## config.mk

```make
export PLATFORM = sky130hd
export DESIGN_NAME = biriscv_trace_encoder_flat
export DESIGN_NICKNAME = d
export VERILOG_FILES = /design/src/rtl/biriscv_trace_encoder_pkg.sv /design/src/rtl/biriscv_trace_encoder_if.sv /design/src/rtl/biriscv_trace_fifo.sv /design/src/rtl/biriscv_trace_encoder.sv /design/src/flat_wrapper.sv
export SDC_FILE = /design/constraint.sdc
export NUM_CORES = 1
export LEC_CHECK = 0
export CAP_MARGIN = 20
export CORE_AREA = 2 2 259 261
export CTS_BUF_LIST = sky130_fd_sc_hd__clkbuf_8
export CTS_CLUSTER_SIZE = 25
export DETAILED_ROUTE_END_ITERATION = 6
export DIE_AREA = 0 0 261 263
export PLACE_DENSITY_LB_ADDON = 0.05
export RECOVER_POWER = 100
export SYNTH_ARGS = -nofsm -noshare
export SYNTH_HDL_FRONTEND = slang
export SYNTH_SLANG_ARGS = --single-unit
```

## constraint.sdc

```tcl
create_clock -name clk_i -period 5.2 [get_ports clk_i]
set_input_delay 1.3 -clock clk_i [delete_from_list [all_inputs] [get_ports clk_i]]
set_output_delay 1.3 -clock clk_i [all_outputs]
set_load 0.005 [all_outputs]
```

## src/rtl/biriscv_trace_encoder_pkg.sv

```systemverilog
// rtl/biriscv_trace_encoder_pkg.sv - shared packet types, field positions and helpers
// Purpose: packet type codes, field layout of the 48-bit trace packet,
//          encoder state encoding and a packing helper.
// Ports:   none (package).
package biriscv_trace_encoder_pkg;

  localparam int TRACE_PKT_W = 48;

  localparam logic [1:0] TRACE_PKT_SYNC   = 2'd0;
  localparam logic [1:0] TRACE_PKT_BRANCH = 2'd1;
  localparam logic [1:0] TRACE_PKT_COUNT  = 2'd2;
  localparam logic [1:0] TRACE_PKT_OSYNC  = 2'd3;

  localparam int TRACE_ADDR_LSB  = 0;
  localparam int TRACE_ADDR_MSB  = 31;
  localparam int TRACE_COUNT_LSB = 32;
  localparam int TRACE_COUNT_MSB = 45;
  localparam int TRACE_TYPE_LSB  = 46;
  localparam int TRACE_TYPE_MSB  = 47;

  // Largest run count a packet can carry; reaching it forces a COUNT packet.
  localparam logic [13:0] TRACE_RUN_MAX = 14'h3FFF;

  typedef enum logic {
    ST_NEED_SYNC = 1'b0,
    ST_TRACK     = 1'b1
  } trace_state_t;

  function automatic logic [TRACE_PKT_W-1:0] trace_pack(
    input logic [1:0]  pkt_type,
    input logic [13:0] pkt_count,
    input logic [31:0] pkt_addr
  );
    logic [TRACE_PKT_W-1:0] w_pkt;
    w_pkt = '0;
    w_pkt[TRACE_TYPE_MSB:TRACE_TYPE_LSB]   = pkt_type;
    w_pkt[TRACE_COUNT_MSB:TRACE_COUNT_LSB] = pkt_count;
    w_pkt[TRACE_ADDR_MSB:TRACE_ADDR_LSB]   = pkt_addr;
    return w_pkt;
  endfunction

endpackage

```

## src/rtl/biriscv_trace_encoder_if.sv

```systemverilog
// rtl/biriscv_trace_encoder_if.sv - packet output handshake interface
// Purpose: groups the packet stream towards the debug host.
// Signals: pkt_valid_o (FIFO head valid), pkt_data_o (head packet),
//          pkt_accept_i (host consumes head this cycle).
// Modports: master = encoder side, slave = host side.
interface biriscv_trace_encoder_if;
  import biriscv_trace_encoder_pkg::*;

  logic                   pkt_valid_o;
  logic [TRACE_PKT_W-1:0] pkt_data_o;
  logic                   pkt_accept_i;

  modport master (output pkt_valid_o, output pkt_data_o, input pkt_accept_i);
  modport slave  (input pkt_valid_o, input pkt_data_o, output pkt_accept_i);

endinterface

```

## src/rtl/biriscv_trace_fifo.sv

```systemverilog
// rtl/biriscv_trace_fifo.sv - show-ahead packet FIFO
// Purpose: small show-ahead FIFO; head is presented combinationally and reads
//          as zero when empty. Pushes while full are ignored (caller detects).
// Ports:   clk_i, rst_i (async, active-high), push_i/data_i (write side),
//          pop_i (consume head), data_o/valid_o (head), full_o.
module biriscv_trace_fifo #(
  parameter int WIDTH = 48,
  parameter int DEPTH = 8
) (
  input  logic             clk_i,
  input  logic             rst_i,
  input  logic             push_i,
  input  logic [WIDTH-1:0] data_i,
  input  logic             pop_i,
  output logic [WIDTH-1:0] data_o,
  output logic             valid_o,
  output logic             full_o
);

  localparam int AW = (DEPTH > 1) ? $clog2(DEPTH) : 1;
  localparam logic [AW-1:0] PTR_ONE  = 1;
  localparam logic [AW:0]   CNT_ONE  = 1;
  localparam logic [AW:0]   CNT_FULL = (AW+1)'(DEPTH);

  logic [WIDTH-1:0] r_mem [DEPTH];
  logic [AW-1:0]    r_rd_ptr;
  logic [AW-1:0]    r_wr_ptr;
  logic [AW:0]      r_count;
  logic             w_do_push;
  logic             w_do_pop;

  assign valid_o   = (r_count != '0);
  assign full_o    = (r_count == CNT_FULL);
  // Full is judged on occupancy before this cycle's pop.
  assign w_do_push = push_i & ~full_o;
  assign w_do_pop  = pop_i & valid_o;
  assign data_o    = valid_o ? r_mem[r_rd_ptr] : '0;

  always_ff @(posedge clk_i or posedge rst_i) begin
    if (rst_i) begin
      r_rd_ptr <= '0;
      r_wr_ptr <= '0;
      r_count  <= '0;
    end else begin
      if (w_do_push) r_wr_ptr <= r_wr_ptr + PTR_ONE;
      if (w_do_pop)  r_rd_ptr <= r_rd_ptr + PTR_ONE;
      case ({w_do_push, w_do_pop})
        2'b10:   r_count <= r_count + CNT_ONE;
        2'b01:   r_count <= r_count - CNT_ONE;
        default: r_count <= r_count;
      endcase
    end
  end

  always_ff @(posedge clk_i) begin
    if (w_do_push) r_mem[r_wr_ptr] <= data_i;
  end

endmodule

```

## src/rtl/biriscv_trace_encoder.sv

```systemverilog
// rtl/biriscv_trace_encoder.sv - retired-instruction trace compressor
// Purpose: turns the writeback (valid, pc) stream into SYNC/BRANCH/COUNT/OSYNC
//          packets, counting sequential retirements instead of sending them.
// Ports:   clk_i, rst_i (async, active-high), valid_i/pc_i (retire tap),
//          enable_i (trace enable, low re-arms), flush_i (emit pending run),
//          pkt_if (packet handshake, master), overflow_o (sticky drop flag).
module biriscv_trace_encoder
  import biriscv_trace_encoder_pkg::*;
#(
  parameter int FIFO_DEPTH = 8
) (
  input  logic                           clk_i,
  input  logic                           rst_i,
  input  logic                           valid_i,
  input  logic [31:0]                    pc_i,
  input  logic                           enable_i,
  input  logic                           flush_i,
  biriscv_trace_encoder_if.master        pkt_if,
  output logic                           overflow_o
);

  trace_state_t           r_state, w_state_n;
  logic [31:0]            r_exp_pc, w_exp_pc_n;
  logic [13:0]            r_run, w_run_n, w_run_inc;
  logic                   r_flush_pend, w_flush_pend_n;
  logic                   r_lost, w_lost_n;
  logic                   r_overflow, w_overflow_n;
  logic                   w_flush_req;
  logic                   w_push;
  logic [TRACE_PKT_W-1:0] w_push_data;
  logic                   w_full;

  always_comb begin
    w_state_n      = r_state;
    w_exp_pc_n     = r_exp_pc;
    w_run_n        = r_run;
    w_flush_pend_n = r_flush_pend;
    w_lost_n       = r_lost;
    w_overflow_n   = r_overflow;
    w_push         = 1'b0;
    w_push_data    = '0;
    // A flush arriving this cycle is honoured together with any pending one.
    w_flush_req    = r_flush_pend | flush_i;
    w_run_inc      = r_run + 14'd1;

    if (!enable_i) begin
      w_state_n      = ST_NEED_SYNC;
      w_run_n        = '0;
      w_flush_pend_n = 1'b0;
      w_lost_n       = 1'b0;
      w_overflow_n   = 1'b0;
    end else begin
      case (r_state)
        ST_NEED_SYNC: begin
          w_flush_pend_n = 1'b0;
          if (valid_i) begin
            w_push      = 1'b1;
            w_push_data = trace_pack(r_lost ? TRACE_PKT_OSYNC : TRACE_PKT_SYNC, 14'd0, pc_i);
            w_state_n   = ST_TRACK;
            w_exp_pc_n  = pc_i + 32'd4;
            w_run_n     = '0;
            w_lost_n    = 1'b0;
          end
        end
        ST_TRACK: begin
          if (valid_i) begin
            w_exp_pc_n     = pc_i + 32'd4;
            w_flush_pend_n = w_flush_req;
            if (pc_i == r_exp_pc) begin
              if (w_run_inc == TRACE_RUN_MAX) begin
                w_push      = 1'b1;
                w_push_data = trace_pack(TRACE_PKT_COUNT, TRACE_RUN_MAX, pc_i);
                w_run_n     = '0;
              end else begin
                w_run_n = w_run_inc;
              end
            end else begin
              w_push      = 1'b1;
              w_push_data = trace_pack(TRACE_PKT_BRANCH, r_run, pc_i);
              w_run_n     = '0;
            end
          end else begin
            w_flush_pend_n = 1'b0;
            if (w_flush_req && (r_run != '0)) begin
              // exp_pc-4 is the last retired PC of the run.
              w_push      = 1'b1;
              w_push_data = trace_pack(TRACE_PKT_COUNT, r_run, r_exp_pc - 32'd4);
              w_run_n     = '0;
            end
          end
        end
        default: w_state_n = ST_NEED_SYNC;
      endcase

      // A dropped packet breaks the trace: force a resync that will be
      // reported as OSYNC.
      if (w_push && w_full) begin
        w_state_n    = ST_NEED_SYNC;
        w_run_n      = '0;
        w_lost_n     = 1'b1;
        w_overflow_n = 1'b1;
      end
    end
  end

  always_ff @(posedge clk_i or posedge rst_i) begin
    if (rst_i) begin
      r_state      <= ST_NEED_SYNC;
      r_exp_pc     <= '0;
      r_run        <= '0;
      r_flush_pend <= 1'b0;
      r_lost       <= 1'b0;
      r_overflow   <= 1'b0;
    end else begin
      r_state      <= w_state_n;
      r_exp_pc     <= w_exp_pc_n;
      r_run        <= w_run_n;
      r_flush_pend <= w_flush_pend_n;
      r_lost       <= w_lost_n;
      r_overflow   <= w_overflow_n;
    end
  end

  assign overflow_o = r_overflow;

  biriscv_trace_fifo #(
    .WIDTH (TRACE_PKT_W),
    .DEPTH (FIFO_DEPTH)
  ) u_fifo (
    .clk_i   (clk_i),
    .rst_i   (rst_i),
    .push_i  (w_push),
    .data_i  (w_push_data),
    .pop_i   (pkt_if.pkt_accept_i),
    .data_o  (pkt_if.pkt_data_o),
    .valid_o (pkt_if.pkt_valid_o),
    .full_o  (w_full)
  );

endmodule
```

## src/flat_wrapper.sv

```systemverilog
// flat-port wrapper written by rule: the top's interface ports become plain ports
module biriscv_trace_encoder_flat import biriscv_trace_encoder_pkg::*;
#(
  parameter int FIFO_DEPTH = 8
)
  (clk_i, rst_i, valid_i, pc_i, enable_i, flush_i, overflow_o, pkt_if_pkt_valid_o, pkt_if_pkt_data_o, pkt_if_pkt_accept_i);
  biriscv_trace_encoder_if pkt_if_i ();
  input  logic clk_i;
  input  logic rst_i;
  input  logic valid_i;
  input  logic [31:0] pc_i;
  input  logic enable_i;
  input  logic flush_i;
  output logic overflow_o;
  output wire logic [$bits(pkt_if_i.pkt_valid_o)-1:0] pkt_if_pkt_valid_o;
  output wire logic [$bits(pkt_if_i.pkt_data_o)-1:0] pkt_if_pkt_data_o;
  input wire logic [$bits(pkt_if_i.pkt_accept_i)-1:0] pkt_if_pkt_accept_i;
  assign pkt_if_pkt_valid_o = pkt_if_i.pkt_valid_o;
  assign pkt_if_pkt_data_o = pkt_if_i.pkt_data_o;
  assign pkt_if_i.pkt_accept_i = pkt_if_pkt_accept_i;
  biriscv_trace_encoder #(.FIFO_DEPTH(FIFO_DEPTH)) u_core (.clk_i(clk_i), .rst_i(rst_i), .valid_i(valid_i), .pc_i(pc_i), .enable_i(enable_i), .flush_i(flush_i), .pkt_if(pkt_if_i), .overflow_o(overflow_o));
endmodule
```

==> flow_summary.ini, run 1 <==
[die]
die_y_um = 263
core_area_um2 = 65600
start_util_pct = 29.8
fp-row-count = 94
io_pins = 88
die_area_um2 = 68600
die_w_um = 261

[worst_hold_path]
whs_path_depth = 1
worstHoldStart = u_core.overflow_o$_DFFE_PP0P_
holdPathEnd = u_core.overflow_o$_DFFE_PP0P_
min_path_type = reg2reg

[sta]
setup_ws_ns = 0.331
clock_skew_ns = 0.0325
setup_violations = 0
slew_headroom_pct = -53.5
fmax_mhz = 205
final_hold_viol_count = 0
finalCritPeriodShare_pct = 93.6
max_slew.worst_pin.slew_ns = 2.30
final.min_clock_period_ns = 4.87
grt_setup_unrepaired = false
finalSetupTns_ns = 0
slew_viol_final = 60

[yosys]
synth.top_cell.area_share_pct = 58.9
synth_cell_types = 61
synthTopCellsByCount = edfxtp_1 (384), mux4_2 (96), nand2_1 (87), nor2_1 (80), xor2_1 (69)
synth_enable_flop_cells = 384
synthArstFlopShare_pct = 13.5
syn-num-nets = 1281
synth-seq-cells = 444
avgSynthCellArea_um2 = 15.9
synthCells = 1233
yosys.area.top_type = edfxtp_1
synth-seq-area-share_pct = 66.6
synthesis.area_um2 = 19600
synth_most_common_cell = edfxtp_1
synth_area_leaders = edfxtp_1 (59%), mux4_2 (11%), dfrtp_1 (7.7%)
synth-main-ff-cell = edfxtp_1
ys_warn_count = 0

[worst_setup_path]
rr_endpoint = u_core.u_fifo.r_mem[7][31]$_DFFE_PP_
start_kind = register
reg2regPathDepth = 9
path_class = reg2out
worst-path-max-fanout = 25
crit_arrival_ns = 3.57
regToRegStartpoint = u_core.r_run[1]$_DFFE_PP0P_
critical_path_required_ns = 3.90
end_kind = output pin
r2r_setup_slack_ns = 0.65

[layout]
seq_area_um2 = 13000
nets = 1418
fillers = 6374
fin_util_pct = 35.1
instances_no_fill = 2303
syn2layout_area_growth_pct = 17.7
layout-drive-gt1-share_pct = 17.7
multi_input_area_um2 = 6140

[detailed_routing]
firstDrtPassIters = 5
via_per_inst = 4.93
drt-total-wl_um = 58000
drtAntennaViolNets = 0
num_vias = 11400
drc = 0
first_iter_violations = 849
wl_per_cell_um = 25.2

[placement]
dp.cells = 2150
gp_congestion = 0.756
io_buffers = 87
post-place-ws_ns = 0.240
dp_hpwl_um = 36700

[clock_network]
htree_levels = 3
cts_resized = 0
root_buffer = clkbuf_8
cts_tree = built
cts_buffer_depth = 3
cts_buffers = 80
clk_latency_ns = 0.66
clk_pin_slew_ns = 0.06
clock-sinks = 444
ctsHoldBuffers = 0
post-cts-setup-buffer-count = 0

[pwr]
power_mw = 11.1
powerDensity_nw_per_um2 = 480
power_leakage_nw = 7.84
peakVddDrop_uv = 194

[grt]
antenna_found_initial = 1
grt_max_degree = 62
grt_pass1_wl_um = 85100
grt_use_total_pct = 17.2
grt_pass1_vias = 12000
grt_overflow = 0

[outcome]
violations = capacitance limit, slew limit
status = complete, but fails checks

[flow_run]
drv_cap = 1
## cell families after synthesis
| kind of cell | synth area share, % |
|---|---|
| DFF | 66.6 |
| and+or+nand+nor | 8.20 |
| muxes | 13.8 |
| AOI/OAI and AO/OA | 4.51 |
| xor gates and xnor gates | 4.21 |
| buffers and inverters | 2.06 |
| adders and majority gates | 0.639 |
## layer usage
metal | track usage [%] | up-vias | part of all wire, %
met5 | 0 | - | 0
met4 | 4.38 | 0 | 1.4
met3 | 3.34 | 64 | 4.6
met2 | 26.0 | 234 | 45
met1 | 25.3 | 5936 | 49
li1 | - | 5125 | -
## where the power goes
part           internal [mW]  total, mW  switching, mW
logic                   1.72       3.35           1.62
clock network           1.54       3.04           1.50
registers               4.29       4.68          0.383
## sequential cells by signal, indices dropped and copies added (netlist names), 3 cells and up
name,cells
u_core.r_run,14
u_core.u_fifo.r_rd_ptr,3
u_core.u_fifo.r_mem,384
u_core.u_fifo.r_count,4
u_core.r_exp_pc,32
u_core.u_fifo.r_wr_ptr,3
## layout make-up
cell class,count,area share (%)
sequential,444,56.6
multi-input combinational,697,26.7
clock buffer,82,4.90
tap,864,4.69
clock inverter,67,1.48
inverter,11,0.179
timing repair buffer,136,5.44
antenna,2,0.0217
## cell usage in the layout, fill, tap and decap left out, drive strengths merged, types with 16 or more instances in the layout
cell type and n:
edfxtp 384, clkbuf 107, mux4 96, nand2 87
nor2 80, xor2 69, clkdlybuf4s50 62, dfrtp 60
o21ai 52, mux2i 50, inv 48, nand3 29
clkinv 28, xnor2 25, dlygate4sd3 25, buf 24
a22o 22, nand4 20, nor4 19, a21oi 16
## critical path: stages (launching register included)
cell and delay [ns]:
dfrtp_2 0.88, buf_4 0.44, mux4_2 0.36, mux2i_1 0.52
nor2_1 0.10, dlygate4sd3_1 0.60
## metrics by stage
step           instance area (um^2)  hold WS [ns]
2_1_floorplan                 19600         0.488
3_5_place_dp                  21700         0.504
6_report                      23000         0.518
5_1_grt                       23000         0.575
4_1_cts                       23200         0.523
3_3_place_gp                  21700         0.505
## worst max-delay path by stage
stage | start | endpoint | slack [ns] | cells after the start
floorplan | pc_i[6] | u_core.u_fifo.r_mem[6][0]$_DFFE_PP_ | 1.15 | 8
global placement | pc_i[18] | u_core.u_fifo.r_mem[4][32]$_DFFE_PP_ | 0.20 | 7
detailed placement | pc_i[28] | u_core.u_fifo.r_mem[4][32]$_DFFE_PP_ | 0.24 | 7
CTS | u_core.u_fifo.r_rd_ptr[0]$_DFFE_PP0P_ | pkt_if_pkt_data_o[47] | 0.39 | 6
global route | u_core.u_fifo.r_rd_ptr[0]$_DFFE_PP0P_ | pkt_if_pkt_data_o[37] | 0.18 | 5
finish | u_core.u_fifo.r_rd_ptr[1]$_DFFE_PP0P_ | pkt_if_pkt_data_o[8] | 0.33 | 5
Power figures use the tool's default switching activity.
==> run 2: changes to the inputs <==
==> constraint.sdc (replaced) <==
create_clock -name clk_i -period 5.2 [get_ports clk_i]
set_input_delay 1.3 -clock clk_i [delete_from_list [all_inputs] [get_ports clk_i]]
set_output_delay 1.3 -clock clk_i [all_outputs]
set_load 0.01 [all_outputs]
==> flow_summary.ini, run 2 (synthesis results as in run 1) <==
[outcome]
status = complete, but fails checks
violations = capacitance limit, slew limit

[clock_network]
post-cts-setup-buffer-count = 0
cts_resized = 0
ctsHoldBuffers = 0
cts_buffers = 81
clk_pin_slew_ns = 0.06
clk_latency_ns = 0.66
htree_levels = 3
cts_buffer_depth = 3
cts_tree = built
clock-sinks = 444
root_buffer = clkbuf_8

[worst_setup_path]
regToRegStartpoint = u_core.r_run[1]$_DFFE_PP0P_
start_kind = register
endpoint = pkt_if_pkt_data_o[8]
r2r_setup_slack_ns = 0.53
worst-path-max-fanout = 26
rr_endpoint = u_core.u_fifo.r_mem[3][38]$_DFFE_PP_
path_class = reg2out
crit_arrival_ns = 3.54
critPathLaunch = u_core.u_fifo.r_rd_ptr[1]$_DFFE_PP0P_
critical_path_required_ns = 3.90
end_kind = output pin
reg2regPathDepth = 9

[flow_run]
drv_cap = 2

[placement]
dp.cells = 2153
io_buffers = 87
dp_hpwl_um = 36800
gp_congestion = 0.772

[sta]
grt_setup_unrepaired = false
max_slew.worst_pin.slew_ns = 1.78
finalSetupTns_ns = 0
final_hold_viol_count = 0
final.min_clock_period_ns = 4.84
holdWs_ns = 0.511
clock_skew_ns = 0.0330
fmax_mhz = 207
slew_viol_final = 69
setup_violations = 0
finalCritPeriodShare_pct = 93.0
slew_headroom_pct = -18.8

[grt]
grt_pass1_wl_um = 85000
grt_max_degree = 50
grt_use_total_pct = 17.2
grt_pass1_vias = 11800
grt_overflow = 0
antenna_found_initial = 3

[layout]
syn2layout_area_growth_pct = 17.8
largest_register_ffs = 384
fin_util_pct = 35.1
top_register = u_core.u_fifo.r_mem
layout-drive-gt1-share_pct = 17.4
nets = 1420
fillers = 6367
multi_input_area_um2 = 6130
instances_no_fill = 2297
mostFrequentLayoutCells = edfxtp_1 (384), mux4_2 (96), nand2_1 (87)
seq_area_um2 = 13000
layout_commonest_cell = edfxtp_1
top_regs = u_core.u_fifo.r_mem (384), u_core.r_exp_pc (32), u_core.r_run (14)

[detailed_routing]
wl_per_cell_um = 25.3
num_vias = 11300
drt-total-wl_um = 58000
drtAntennaViolNets = 0
first_iter_violations = 714
firstDrtPassIters = 5
drc = 0
via_per_inst = 4.92

[pwr]
peakVddDrop_uv = 192
powerDensity_nw_per_um2 = 484
power_mw = 11.2
power_leakage_nw = 7.84

[die]
die_area_um2 = 68600
die_y_um = 263
start_util_pct = 29.8
fp-row-count = 94
core_area_um2 = 65600
die_w_um = 261
io_pins = 88

[worst_hold_path]
min_path_type = reg2reg
run 2: changes by cell type in the layout (fill, tap and decap cells not counted), moves of 3 or more:
cell             change
buf_4                +4
clkdlybuf4s50_1     -21
clkinv_2             -3
dlygate4sd3_1       +21
inv_1                -5
run 2: through the flow:
stage          cell area, um^2  setup slack (ns)
2_1_floorplan            19600              1.15
3_3_place_gp             21700             0.266
3_5_place_dp             21700             0.225
4_1_cts                  23200             0.417
5_1_grt                  23000             0.206
6_report                 23000             0.364
run 2: how the worst min path moves through the flow:
stage | start | endpoint | cells past startpoint | slack (ns)
6_report | u_core.overflow_o$_DFFE_PP0P_ | u_core.overflow_o$_DFFE_PP0P_ | 1 | 0.51
5_1_grt | u_core.overflow_o$_DFFE_PP0P_ | u_core.overflow_o$_DFFE_PP0P_ | 1 | 0.55
4_1_cts | u_core.overflow_o$_DFFE_PP0P_ | u_core.overflow_o$_DFFE_PP0P_ | 1 | 0.53
3_5_place_dp | u_core.overflow_o$_DFFE_PP0P_ | u_core.overflow_o$_DFFE_PP0P_ | 1 | 0.50
3_3_place_gp | u_core.overflow_o$_DFFE_PP0P_ | u_core.overflow_o$_DFFE_PP0P_ | 1 | 0.52
2_1_floorplan | u_core.r_exp_pc[0]$_DFFE_PP0P_ | u_core.r_exp_pc[0]$_DFFE_PP0P_ | 2 | 0.49
run 2: routing by layer:
metal	track usage [%]	share of wire, %	wire length (um)	vias to the layer above
li1	-	-	-	5122
met1	26.1	50	29000	5910
met2	25.0	44	25700	221
met3	3.38	4.4	2570	51
met4	4.35	1.3	777	0
met5	0	0	0	-
run 2: layout make-up:
class	instances	share of cell area (%)
inverters	11	0.179
flip-flops and latches	444	56.6
clock buffers	81	4.84
well taps	864	4.69
multi-input cells	697	26.6
clock inverters	62	1.49
repair buffers	137	5.59
diodes	1	0.0109
run 2: critical path: stages, from the launching register on:
cell,delay [ns]
dfrtp_2,0.88
clkbuf_1,0.53
mux4_2,0.31
mux2i_1,0.07
nor2_1,0.45
clkdlybuf4s50_1,0.65
run 2: power by group:
group	internal (mW)	leakage [nW]	total, mW	switching, mW
Clock	1.56	0.845	3.06	1.50
Sequential	4.29	4.22	4.68	0.386
Combinational	1.68	2.77	3.43	1.74
Total	7.54	7.84	11.2	3.62
==> run 3: changes to the inputs <==
--- a/config.mk
+++ b/config.mk
@@ -11,7 +11,7 @@
 export CTS_CLUSTER_SIZE = 25
 export DETAILED_ROUTE_END_ITERATION = 6
 export DIE_AREA = 0 0 261 263
-export PLACE_DENSITY_LB_ADDON = 0.05
+export PLACE_DENSITY = 0.45
 export RECOVER_POWER = 100
 export SYNTH_ARGS = -nofsm -noshare
 export SYNTH_HDL_FRONTEND = slang
==> flow_summary.ini, run 3 (synthesis results as in run 1) <==
[detailed_routing]
firstDrtPassIters = 5
drc = 0
drt-total-wl_um = 52500
wl_per_cell_um = 22.9
drtAntennaViolNets = 0
first_iter_violations = 604
via_per_inst = 4.92
num_vias = 11300

[pwr]
power_mw = 10.9
peakVddDrop_uv = 183
powerDensity_nw_per_um2 = 478
power_leakage_nw = 7.77

[layout]
largest_register_ffs = 384
syn2layout_area_growth_pct = 17.2
fin_util_pct = 34.9
nets = 1414
layout_commonest_cell = edfxtp_1
top_register = u_core.u_fifo.r_mem
design_area_um2 = 22900
mostFrequentLayoutCells = edfxtp_1 (384), mux4_2 (96), nand2_1 (87)
instances_no_fill = 2291
layout-drive-gt1-share_pct = 17.3
top_regs = u_core.u_fifo.r_mem (384), u_core.r_exp_pc (32), u_core.r_run (14)
fillers = 6358

[placement]
io_buffers = 87
dp.cells = 2153
dp_hpwl_um = 32900
dpl_cell_area_um2 = 21700
post-place-ws_ns = 0.546
gp_congestion = 0.777

[sta]
finalSetupTns_ns = 0
slew_headroom_pct = -16.9
slew_viol_final = 63
max_slew.worst_pin.slew_ns = 1.75
final_hold_viol_count = 0
setup_violations = 0
finalCritPeriodShare_pct = 92.7
final.min_clock_period_ns = 4.82
fmax_mhz = 208
setup_ws_ns = 0.381
clock_skew_ns = 0.0284
holdWs_ns = 0.561
grt_setup_unrepaired = false

[grt]
grt_use_met2_pct = 24.0
grt_overflow = 0
busiest_layer = met2
grt_util_met3_pct = 2.67
grt_pass1_vias = 11800
grt_max_degree = 44
antenna_found_initial = 2
grt_use_total_pct = 15.4
grt_use_met1_pct = 21.8
grt_pass1_wl_um = 77800

[worst_setup_path]
path_class = reg2out
critical_path_required_ns = 3.90
worst-path-max-fanout = 35
end_kind = output pin
crit_arrival_ns = 3.52
start_kind = register

[clock_network]
clk_latency_ns = 0.64
clk_pin_slew_ns = 0.05
cts_buffers = 75
ctsHoldBuffers = 0
cts_buffer_depth = 3
post-cts-setup-buffer-count = 0
clock-sinks = 444
cts_tree = built
htree_levels = 3
cts_resized = 0
root_buffer = clkbuf_8

[outcome]
violations = capacitance limit, slew limit
status = complete, but fails checks

[flow_run]
drv_cap = 2

[die]
io_pins = 88
die_y_um = 263
core_area_um2 = 65600
die_w_um = 261
start_util_pct = 29.8
die_area_um2 = 68600
fp-row-count = 94

[worst_hold_path]
min_path_type = reg2reg
run 3: cell types whose count changed in the layout (fill, tap and decap cells not counted), moves of 3 or more:
| cell | before | now |
|---|---|---|
| buf_4 | 21 | 14 |
| clkbuf_1 | 14 | 17 |
| clkbuf_2 | 5 | 11 |
| clkdlybuf4s50_1 | 41 | 47 |
| clkinv_1 | 18 | 9 |
| clkinvlp_4 | 2 | 5 |
| dlygate4sd3_1 | 46 | 40 |
run 3: report_power, final:
group	internal (mW)	switching (mW)	total (mW)
logic	1.69	1.66	3.35
clock network	1.50	1.41	2.91
registers	4.29	0.392	4.69
run 3: layer usage:
| metal | part of all wire, % | up-vias |
|---|---|---|
| li1 | - | 5104 |
| met1 | 47 | 5828 |
| met2 | 47 | 256 |
| met3 | 4.0 | 71 |
| met4 | 1.9 | 2 |
| met5 | 0.025 | - |
run 3: critical path, cell delays in order (launching register included):
cell	delay, ns
dfrtp_2	1.13
buf_4	0.50
mux4_2	0.37
mux2i_1	0.18
nor2_1	0.06
dlygate4sd3_1	0.61
run 3: final cells by class:
class                   instances  area (um^2)  share of cell area [%]
repair buffers                137         1230                    5.35
clock buffers                  82         1130                    4.92
flip-flops and latches        444        13000                    56.9
multi-input cells             697         6140                    26.8
diodes                          3         7.51                  0.0328
clock inverters                53          258                    1.12
well taps                     864         1080                    4.72
inverters                      11         41.3                   0.180
run 3: final timing paths:
check,depth (start not counted),slack [ns],start,end
max reg2reg,9,0.69,u_core.r_run[0]$_DFFE_PP0P_,u_core.u_fifo.r_mem[7][19]$_DFFE_PP_
max in group asynchronous,3,0.99,rst_i,u_core.u_fifo.r_rd_ptr[2]$_DFFE_PP0P_
min in group asynchronous,2,1.62,rst_i,u_core.r_exp_pc[23]$_DFFE_PP0P_
min reg2reg,1,0.56,u_core.r_lost$_DFFE_PP0P_,u_core.r_lost$_DFFE_PP0P_
min,1,0.56,u_core.r_lost$_DFFE_PP0P_,u_core.r_lost$_DFFE_PP0P_
max,5,0.38,u_core.u_fifo.r_rd_ptr[1]$_DFFE_PP0P_,pkt_if_pkt_data_o[20]
